===== src/rtl/spi_peripheral_rf_if.sv =====
// SPI pin bundle between an SPI controller and the register-file peripheral.
// All signals are single-bit pad-level nets; cipo_oe drives the CIPO pad tristate.
interface spi_peripheral_rf_if;
  logic nCS;
  logic SCLK;
  logic COPI;
  logic CIPO;
  logic cipo_oe;

  modport master (output nCS, output SCLK, output COPI, input CIPO, input cipo_oe);
  modport slave  (input nCS, input SCLK, input COPI, output CIPO, output cipo_oe);
endinterface


===== src/rtl/spi_peripheral_rf.sv =====
// Parametrised SPI mode-0 register file with read-back, write strobe and flat register bus.
// Optional saturating error counter output err_cnt when SPI_RF_ERR_CNT_EN is defined.
module spi_peripheral_rf #(
  parameter int unsigned NUM_REGS = 5,
  parameter int unsigned DATA_W   = 8,
  parameter int unsigned ADDR_W   = 7
) (
  input  logic                       clk,
  input  logic                       rst,
  spi_peripheral_rf_if.slave         spi,
  output logic [NUM_REGS*DATA_W-1:0] regs_flat,
  output logic                       wr_stb,
  output logic [ADDR_W-1:0]          wr_addr
`ifdef SPI_RF_ERR_CNT_EN
  ,
  output logic [7:0]                 err_cnt
`endif
);

  localparam int unsigned FRAME_W = 1 + ADDR_W + DATA_W;
  localparam int unsigned CMD_W   = 1 + ADDR_W;
  localparam int unsigned CNT_W   = $clog2(FRAME_W + 2);
  localparam int unsigned RX_W    = (DATA_W > ADDR_W) ? DATA_W : ADDR_W;
  localparam int unsigned REG_W   = NUM_REGS * DATA_W;
  localparam int unsigned AW1     = ADDR_W + 1;

  typedef enum logic [1:0] {IDLE, CMD, WR_DATA, RD_DATA} state_e;

  state_e            state_q, state_d;
  logic [1:0]        sclk_sync_q, ncs_sync_q, copi_sync_q;
  logic              sclk_prev_q, ncs_prev_q;
  logic [CNT_W-1:0]  bit_cnt_q, bit_cnt_d, bit_cnt_inc;
  logic [RX_W-1:0]   rx_q, rx_d;
  logic [DATA_W-1:0] tx_q, tx_d, rd_word;
  logic [ADDR_W-1:0] addr_q, addr_d, wr_addr_q, wr_addr_d;
  logic [REG_W-1:0]  regs_q, regs_d;
  logic              wr_stb_q, wr_stb_d, cipo_q, cipo_d, oe_q, oe_d;
  logic              sclk_rise, sclk_fall, ncs_fall, ncs_rise, ncs_low, copi_s;
  logic              frame_full, addr_ok;
  logic [CMD_W-1:0]  cmd_word;

  assign sclk_rise   = sclk_sync_q[1] & ~sclk_prev_q;
  assign sclk_fall   = ~sclk_sync_q[1] & sclk_prev_q;
  assign ncs_fall    = ncs_prev_q & ~ncs_sync_q[1];
  assign ncs_rise    = ~ncs_prev_q & ncs_sync_q[1];
  assign ncs_low     = ~ncs_sync_q[1];
  assign copi_s      = copi_sync_q[1];
  assign frame_full  = (bit_cnt_q == CNT_W'(FRAME_W));
  assign addr_ok     = (AW1'(addr_q) < AW1'(NUM_REGS));
  assign cmd_word    = {rx_q[ADDR_W-1:0], copi_s};
  assign bit_cnt_inc = (bit_cnt_q == CNT_W'(FRAME_W + 1)) ? bit_cnt_q : bit_cnt_q + CNT_W'(1);

  // Read mux: out-of-range addresses return zero
  always_comb begin : rd_mux
    rd_word = '0;
    for (int unsigned i = 0; i < NUM_REGS; i++) begin
      if (cmd_word[ADDR_W-1:0] == ADDR_W'(i)) rd_word = regs_q[i*DATA_W +: DATA_W];
    end
  end

  always_comb begin : fsm_comb
    state_d   = state_q;
    bit_cnt_d = bit_cnt_q;
    rx_d      = rx_q;
    tx_d      = tx_q;
    addr_d    = addr_q;
    regs_d    = regs_q;
    wr_stb_d  = 1'b0;
    wr_addr_d = wr_addr_q;

    if (state_q != IDLE && sclk_rise && ncs_low) begin
      rx_d      = RX_W'({rx_q, copi_s});
      bit_cnt_d = bit_cnt_inc;
    end

    case (state_q)
      IDLE: begin
        if (ncs_fall) begin
          state_d   = CMD;
          bit_cnt_d = '0;
          rx_d      = '0;
        end
      end
      CMD: begin
        if (sclk_rise && ncs_low && bit_cnt_q == CNT_W'(ADDR_W)) begin
          addr_d = cmd_word[ADDR_W-1:0];
          if (cmd_word[ADDR_W]) begin
            state_d = WR_DATA;
          end else begin
            state_d = RD_DATA;
            tx_d    = rd_word;
          end
        end
      end
      WR_DATA: begin
      end
      RD_DATA: begin
        // The fall right after the load must not shift: the MSB is not yet sampled
        if (sclk_fall && bit_cnt_q > CNT_W'(CMD_W)) tx_d = DATA_W'({tx_q, 1'b0});
      end
      default: state_d = IDLE;
    endcase

    if (state_q != IDLE && ncs_rise) begin
      state_d = IDLE;
      if (state_q == WR_DATA && frame_full && addr_ok) begin
        for (int unsigned i = 0; i < NUM_REGS; i++) begin
          if (addr_q == ADDR_W'(i)) regs_d[i*DATA_W +: DATA_W] = rx_q[DATA_W-1:0];
        end
        wr_stb_d  = 1'b1;
        wr_addr_d = addr_q;
      end
    end

    oe_d   = (state_d == RD_DATA) && ncs_low;
    cipo_d = oe_d && tx_d[DATA_W-1];
  end

  always_ff @(posedge clk) begin : seq
    if (rst) begin
      sclk_sync_q <= 2'b00;
      ncs_sync_q  <= 2'b11;
      copi_sync_q <= 2'b00;
      sclk_prev_q <= 1'b0;
      ncs_prev_q  <= 1'b1;
      state_q     <= IDLE;
      bit_cnt_q   <= '0;
      rx_q        <= '0;
      tx_q        <= '0;
      addr_q      <= '0;
      regs_q      <= '0;
      wr_stb_q    <= 1'b0;
      wr_addr_q   <= '0;
      cipo_q      <= 1'b0;
      oe_q        <= 1'b0;
    end else begin
      sclk_sync_q <= {sclk_sync_q[0], spi.SCLK};
      ncs_sync_q  <= {ncs_sync_q[0], spi.nCS};
      copi_sync_q <= {copi_sync_q[0], spi.COPI};
      sclk_prev_q <= sclk_sync_q[1];
      ncs_prev_q  <= ncs_sync_q[1];
      state_q     <= state_d;
      bit_cnt_q   <= bit_cnt_d;
      rx_q        <= rx_d;
      tx_q        <= tx_d;
      addr_q      <= addr_d;
      regs_q      <= regs_d;
      wr_stb_q    <= wr_stb_d;
      wr_addr_q   <= wr_addr_d;
      cipo_q      <= cipo_d;
      oe_q        <= oe_d;
    end
  end

`ifdef SPI_RF_ERR_CNT_EN
  logic [7:0] err_q;
  logic       err_evt;

  // Aborted frames and writes to unimplemented addresses
  assign err_evt = (state_q != IDLE) && ncs_rise &&
                   (!frame_full || (state_q == WR_DATA && !addr_ok));

  always_ff @(posedge clk) begin : err_seq
    if (rst) begin
      err_q <= 8'd0;
    end else if (err_evt && err_q != 8'hFF) begin
      err_q <= err_q + 8'd1;
    end
  end

  assign err_cnt = err_q;
`endif

  assign regs_flat   = regs_q;
  assign wr_stb      = wr_stb_q;
  assign wr_addr     = wr_addr_q;
  assign spi.CIPO    = cipo_q;
  assign spi.cipo_oe = oe_q;

endmodule


===== src/flat_wrapper.sv =====
// flat-port wrapper written by rule: the top's interface ports become plain ports
module spi_peripheral_rf_flat 
#(
  parameter int unsigned NUM_REGS = 5,
  parameter int unsigned DATA_W   = 8,
  parameter int unsigned ADDR_W   = 7
)
  (clk, rst, regs_flat, wr_stb, wr_addr, spi_nCS, spi_SCLK, spi_COPI, spi_CIPO, spi_cipo_oe);
  spi_peripheral_rf_if spi_i ();
  input  logic clk;
  input  logic rst;
  output logic [NUM_REGS*DATA_W-1:0] regs_flat;
  output logic wr_stb;
  output logic [ADDR_W-1:0] wr_addr;
  input wire logic [$bits(spi_i.nCS)-1:0] spi_nCS;
  input wire logic [$bits(spi_i.SCLK)-1:0] spi_SCLK;
  input wire logic [$bits(spi_i.COPI)-1:0] spi_COPI;
  output wire logic [$bits(spi_i.CIPO)-1:0] spi_CIPO;
  output wire logic [$bits(spi_i.cipo_oe)-1:0] spi_cipo_oe;
  assign spi_i.nCS = spi_nCS;
  assign spi_i.SCLK = spi_SCLK;
  assign spi_i.COPI = spi_COPI;
  assign spi_CIPO = spi_i.CIPO;
  assign spi_cipo_oe = spi_i.cipo_oe;
  spi_peripheral_rf #(.NUM_REGS(NUM_REGS), .DATA_W(DATA_W), .ADDR_W(ADDR_W)) u_core (.clk(clk), .rst(rst), .spi(spi_i), .regs_flat(regs_flat), .wr_stb(wr_stb), .wr_addr(wr_addr));
endmodule

===== config.mk =====
export PLATFORM = sky130hd
export DESIGN_NAME = spi_peripheral_rf_flat
export DESIGN_NICKNAME = d
export VERILOG_FILES = /design/src/rtl/spi_peripheral_rf_if.sv /design/src/rtl/spi_peripheral_rf.sv /design/src/flat_wrapper.sv
export SDC_FILE = /design/constraint.sdc
export NUM_CORES = 1
export LEC_CHECK = 0
export CORE_AREA = 2 2 77 108
export CTS_BUF_LIST = sky130_fd_sc_hd__clkbuf_8
export CTS_CLUSTER_SIZE = 30
export DETAILED_ROUTE_END_ITERATION = 12
export DIE_AREA = 0 0 79 110
export HOLD_SLACK_MARGIN = 0.12
export PLACE_DENSITY = 0.75
export REMOVE_ABC_BUFFERS = 1
export SYNTH_ARGS = -nofsm -noshare
export SYNTH_HDL_FRONTEND = slang
export SYNTH_SLANG_ARGS = --single-unit

===== constraint.sdc =====
create_clock -name clk -period 1.8 [get_ports clk]
set_input_delay 0.54 -clock clk [delete_from_list [all_inputs] [get_ports clk]]
set_output_delay 0.54 -clock clk [all_outputs]
set_load 0.01 [all_outputs]

* Word-level counts from Yosys, hierarchy flattened
Cells that the tools add are included.
Storage, ports and cells: register bits 88, output and inout port bits 50
Operators by class: equality and inequality tests 18, mux-type cells 22, bitwise gates (word level) 9, reduce and logical (&&, ||, !) cells 24, $lt $le $gt $ge 2, add/subtract/negate cells 1
Operators by type and width (count):
- 2-to-1 mux 8 bit | 11
- equality test 7 x 2 -> 1 bit, second input constant | 4
- 2-to-1 mux 5 bit | 4
- case mux 8 bit (2 select lines) | 1
- AND reduction 3 bit | 5
- equality test 7 x 1 -> 1 bit, second input constant | 2
- equality test 7 x 3 -> 1 bit, second input constant | 2
- zero test 7 bit | 2
- equality test 5 bit, second input constant | 2
- logical AND 1 bit | 10
- < comparator 7 x 3 -> 1 bit, second input constant | 1
- equality test 2 bit, second input constant | 3
- 2-to-1 mux 2 bit | 3
- adder 5 x 1 -> 5 bit, second input constant | 1
- equality test 5 x 3 -> 1 bit, second input constant | 1
- > comparator 5 x 4 -> 1 bit, second input constant | 1
- inverter 1 bit | 5
- bitwise AND 1 bit | 4
- != test 2 x 1 -> 1 bit, second input constant | 2
- case mux 2 bit (2 select lines) | 1
- AND reduction 2 bit | 2
- AND reduction 4 bit | 1
- nonzero test 2 bit | 2
- equality test 2 x 1 -> 1 bit, second input constant | 1
- other kinds (4) | 5

* Depth between registers and ports, before layout
Gate-level depths: netlist of run 1.
depth in word-level cells 10, depth in mapped cells 8, depth with buffers taken out 7

* Worst setup path before layout of run 1
No wires, ideal clock.
path type register -> register, start register u_core.bit_cnt_q[0], end register u_core.regs_q[0] (netlist: u_core.regs_flat[0]), required time 1.672 ns, stages on the path, launching flop included 9, library setup time 0.128 ns, arrival 1.824 ns, path slack -0.151 ns, cell sequence dfxtp_1 -> inv_1 -> ha_1 -> or4b_4 -> nor4_4 -> and2_4 -> buf_12 -> mux2i_1 -> nor2_1
On the way: word-level cells in the longest chain between the ends 4
Ends and longest elaborated chain:
- start: declaration | line spi_peripheral_rf.sv:32 | logic [CNT_W-1:0] bit_cnt_q, bit_cnt_d, bit_cnt_inc;
- start signal: assignment | line spi_peripheral_rf.sv:143 | bit_cnt_q <= bit_cnt_d;
- equality test 5 bit | line spi_peripheral_rf.sv:48 | assign frame_full = (bit_cnt_q == CNT_W'(FRAME_W));
- logical AND 1 bit (2 in series) | line spi_peripheral_rf.sv:106 | if (state_q == WR_DATA && frame_full && addr_ok) begin
- AND reduction 3 bit (no line)
- end signal: assignment | line spi_peripheral_rf.sv:147 | regs_q <= regs_d;
- end: declaration | line spi_peripheral_rf.sv:36 | logic [REG_W-1:0] regs_q, regs_d;
No other way between the ends. A chain may end at the register's enable or synchronous reset.

* Worst setup path after layout of run 1
start register u_core.bit_cnt_q[1], end register u_core.regs_q[3] (netlist: u_core.regs_flat[3])
The elaborated chain is that of the path after synthesis.

==> flow_metrics.tcl, run 1 <==
set metrics [dict create \
    outcome "finished with violations" \
    failed_checks "setup timing" \
    area.growth.synth_to_final_pct 35.49 \
    ys_seq_area_share_pct 46.96 \
    multi_input_area_um2 1978 \
    wirelength_mm 9.518 \
    fin_worst_skew_ns 0.01724 \
    ir_worst_vdd_uv 565.2 \
    synth_adder_area_share_pct 1.001 \
    htreeDepth 3 \
    wire_per_inst_um 16.41 \
    fin_ws_ns -0.2036 \
    path_cells "inv_2, ha_4, or4b_4, nor4_4, and2_4, mux2i_1, nor2_1" \
    synth-edff-count 0 \
    hold_class "flop to flop" \
    antenna_left 0 \
    num_rows 38 \
    antennaDiodeCount 0 \
    synth_cell_types 56 \
    drt-initial-drc-count 246 \
    drc_errors 0 \
    synth_compound_area_share_pct 8.906 \
    setup_tns_ns -5.940 \
    setup_viol 45 \
    fin_area_um2 5082 \
    synth_top_family_by_area "simple AND/OR/NAND/NOR gates" \
    hold_buffers 0 \
    dp.cells 557 \
    post-route-period-util_pct 111.3 \
    nNetsFinal 483 \
    finalCriticalPeriod_ns 2.004 \
    crit_path_end_kind "flop" \
    layout.cells.non_filler 580 \
    rsz0062_at_grt "yes" \
    drive_above_1_share_pct 26.46 \
    die-area_um2 8690 \
    path_delay_family "simple AND/OR/NAND/NOR gates" \
    cts.path.max_buffers 2 \
    finalPower_mw 3.630 \
    utilization_pct 65.98 \
    p_per_area_nw_per_um2 714.2 \
    hpwl_mm 6.465 \
    grtUsageTotal_pct 22.78 \
    holdWs_ns 0.4268 \
    syn_area_per_cell_um2 9.668 \
    final_cell_mix "dfxtp_1, nor2_1, mux2i_1" \
    cpPeakStageDelay_ns 0.50 \
    critPathSlowestCell "or4b_4" \
    dpl_cell_area_um2 4621 \
    grt_pass1_vias 3169 \
    die_w_um 79 \
    regArea_um2 1773 \
    synth_seq_cells 88 \
    muxShareOfSynthArea_pct 15.68 \
    tightest_slew_ns 0.5593 \
    cts.clk_slew.worst_paths_ns 0.10 \
    crit_fanout 8 \
    async_reset_ff_share_pct 0 \
    die_h_um 110 \
    initial_core_util_pct 48.70 \
    vias 3172 \
    yosys.area_share.simple_pct 22.31 \
    cts_buffers 9 \
    overflow 0 \
    syn-instance-count 388 \
    grt_max_degree 49 \
    hold_viol 0 \
    finalMaxSlewViolations 0 \
    clock_latency_ns 0.38 \
    synth-xor-area-share_pct 0.7005 \
    antenna_found_initial 0 \
    ys_warn_count 0 \
    cts_tree "done" \
    place_congestion 0.7954 \
    syn_area_um2 3751 \
    dr.pass1.iters 4 \
    nFillCells 625 \
    drv_cap 0 \
    post-place-ws_ns -0.2412 \
    grt_pass1_wl_mm 15.27 \
    startpoint_type "flop" \
    slew_headroom_pct 62.37 \
    core_um2 7702 \
    cp.required_ns 2.07 \
    fmaxAchievable_mhz 499.1 \
    p_leak_nw 2.258 \
    io_buffer_count 54 \
    io_pins 55 \
    critPathKind "flop to flop" \
    mostFrequentLayoutCell "dfxtp_1" \
    crit_arrival_ns 2.27 \
    vias_per_cell 5.469 \
    cts_num_sinks 88 \
    ys.flop_type "dfxtp_1" \
    root_buffer "clkbuf_8" \
    crit_buf_inv 1 \
]
==> power by group <==
group	internal (mW)	leakage, nW	switching (mW)
Combinational	0.0390	1.43	0.0564
Clock	0.810	0.114	0.766
Sequential	1.95	0.715	0.00418
Total	2.80	2.26	0.827
==> worst reg2reg max path, delay by kind of cell, from the launching register on <==
family | cells | cell delay, ns
adders and majority gates | 1 | 0.13
muxes | 1 | 0.23
buffers and inverters | 1 | 0.07
DFF | 1 | 0.33
and+or+nand+nor | 4 | 1.17
==> cell type report <==
class                           instances  share of cell area [%]
Clock buffer                            9                   2.437
Clock inverter                          7                   2.117
Inverter                                8                  0.5908
Multi-Input combinational cell        266                   38.92
Sequential cell                        88                   34.88
Tap cell                              100                   2.462
Timing Repair Buffer                  102                   18.59
==> per-layer routing <==
layer  track usage, %  routed length (µm)  vias up
met1            27.27                4017     1542
met5                0                   0        -
met4            13.18                 235        0
met3            2.932                 434       19
met2            39.23                4830       90
li1                 -                   -     1521
==> kinds of logic after synthesis <==
group / after synthesis
muxes: 50
and+or+nand+nor: 157
AOI/OAI and AO/OA: 53
buffers and inverters: 34
xor gates and xnor gates: 3
adders and majority gates: 3
DFF: 88
==> final timing paths <==
check | startpoint | to | slack [ns] | depth (start not counted)
worst max-delay path | u_core.bit_cnt_q[1] | u_core.regs_flat[3] | -0.20 | 7
worst min-delay path | u_core.ncs_sync_q[0] | u_core.ncs_sync_q[1] | 0.43 | 1
worst max register to register | u_core.bit_cnt_q[1] | u_core.regs_flat[3] | -0.20 | 7
worst min register to register | u_core.ncs_sync_q[0] | u_core.ncs_sync_q[1] | 0.43 | 1
==> registers in the layout, summed over array words and instances (netlist names) <==
register	flops
u_core.spi.cipo_oe	1
u_core.addr_q	7
u_core.sclk_sync_q	2
u_core.sclk_prev_q	1
u_core.tx_q	8
u_core.ncs_sync_q	2
u_core.rx_q	8
u_core.copi_sync_q	2
u_core.regs_flat	40
u_core.wr_stb	1
u_core.wr_addr	7
u_core.bit_cnt_q	5
u_core.state_q	2
u_core.ncs_prev_q	1
u_core.spi.CIPO	1
==> timing repair <==
item	4_1_cts	5_1_grt
resized for setup	87	25
pin swaps	25	19
setup buffers	4	3
cloned	1	0
setup endpoints to repair	104	72
==> synthesized netlist by cell type, drive strengths merged (2+ instances only) <==
cell type   n  area (µm²)
ha          3       37.54
nand2      39       146.4
o21ai       8       43.79
clkbuf      9       33.78
a31oi       8       50.05
a21oi      21       105.1
mux4        7       157.7
nand3b      2       15.01
o22ai       2       12.51
or3b        3       26.28
nand4       4       31.28
nor3        3       26.28
and3        4       25.02
nor2       53       198.9
nand2b      5       31.28
dfxtp      88        1762
o32a        4       40.04
mux2i      43       430.4
buf        17       102.6
nand3       2       10.01
xnor2       2       17.52
nor2b      16       100.1
and2        7       46.30
nand4bb     3       33.78
or2         4       25.02
nor4        2       27.53
or4b        2       27.53
inv         8       30.03
(Power assumes the default switching activity.)
==> run 2: changes to the inputs <==
Settings changed: ABC_CLOCK_PERIOD_IN_PS set to 1800.
==> results of run 2 <==
Final layout, timing and power as in run 1 (identical DEF).
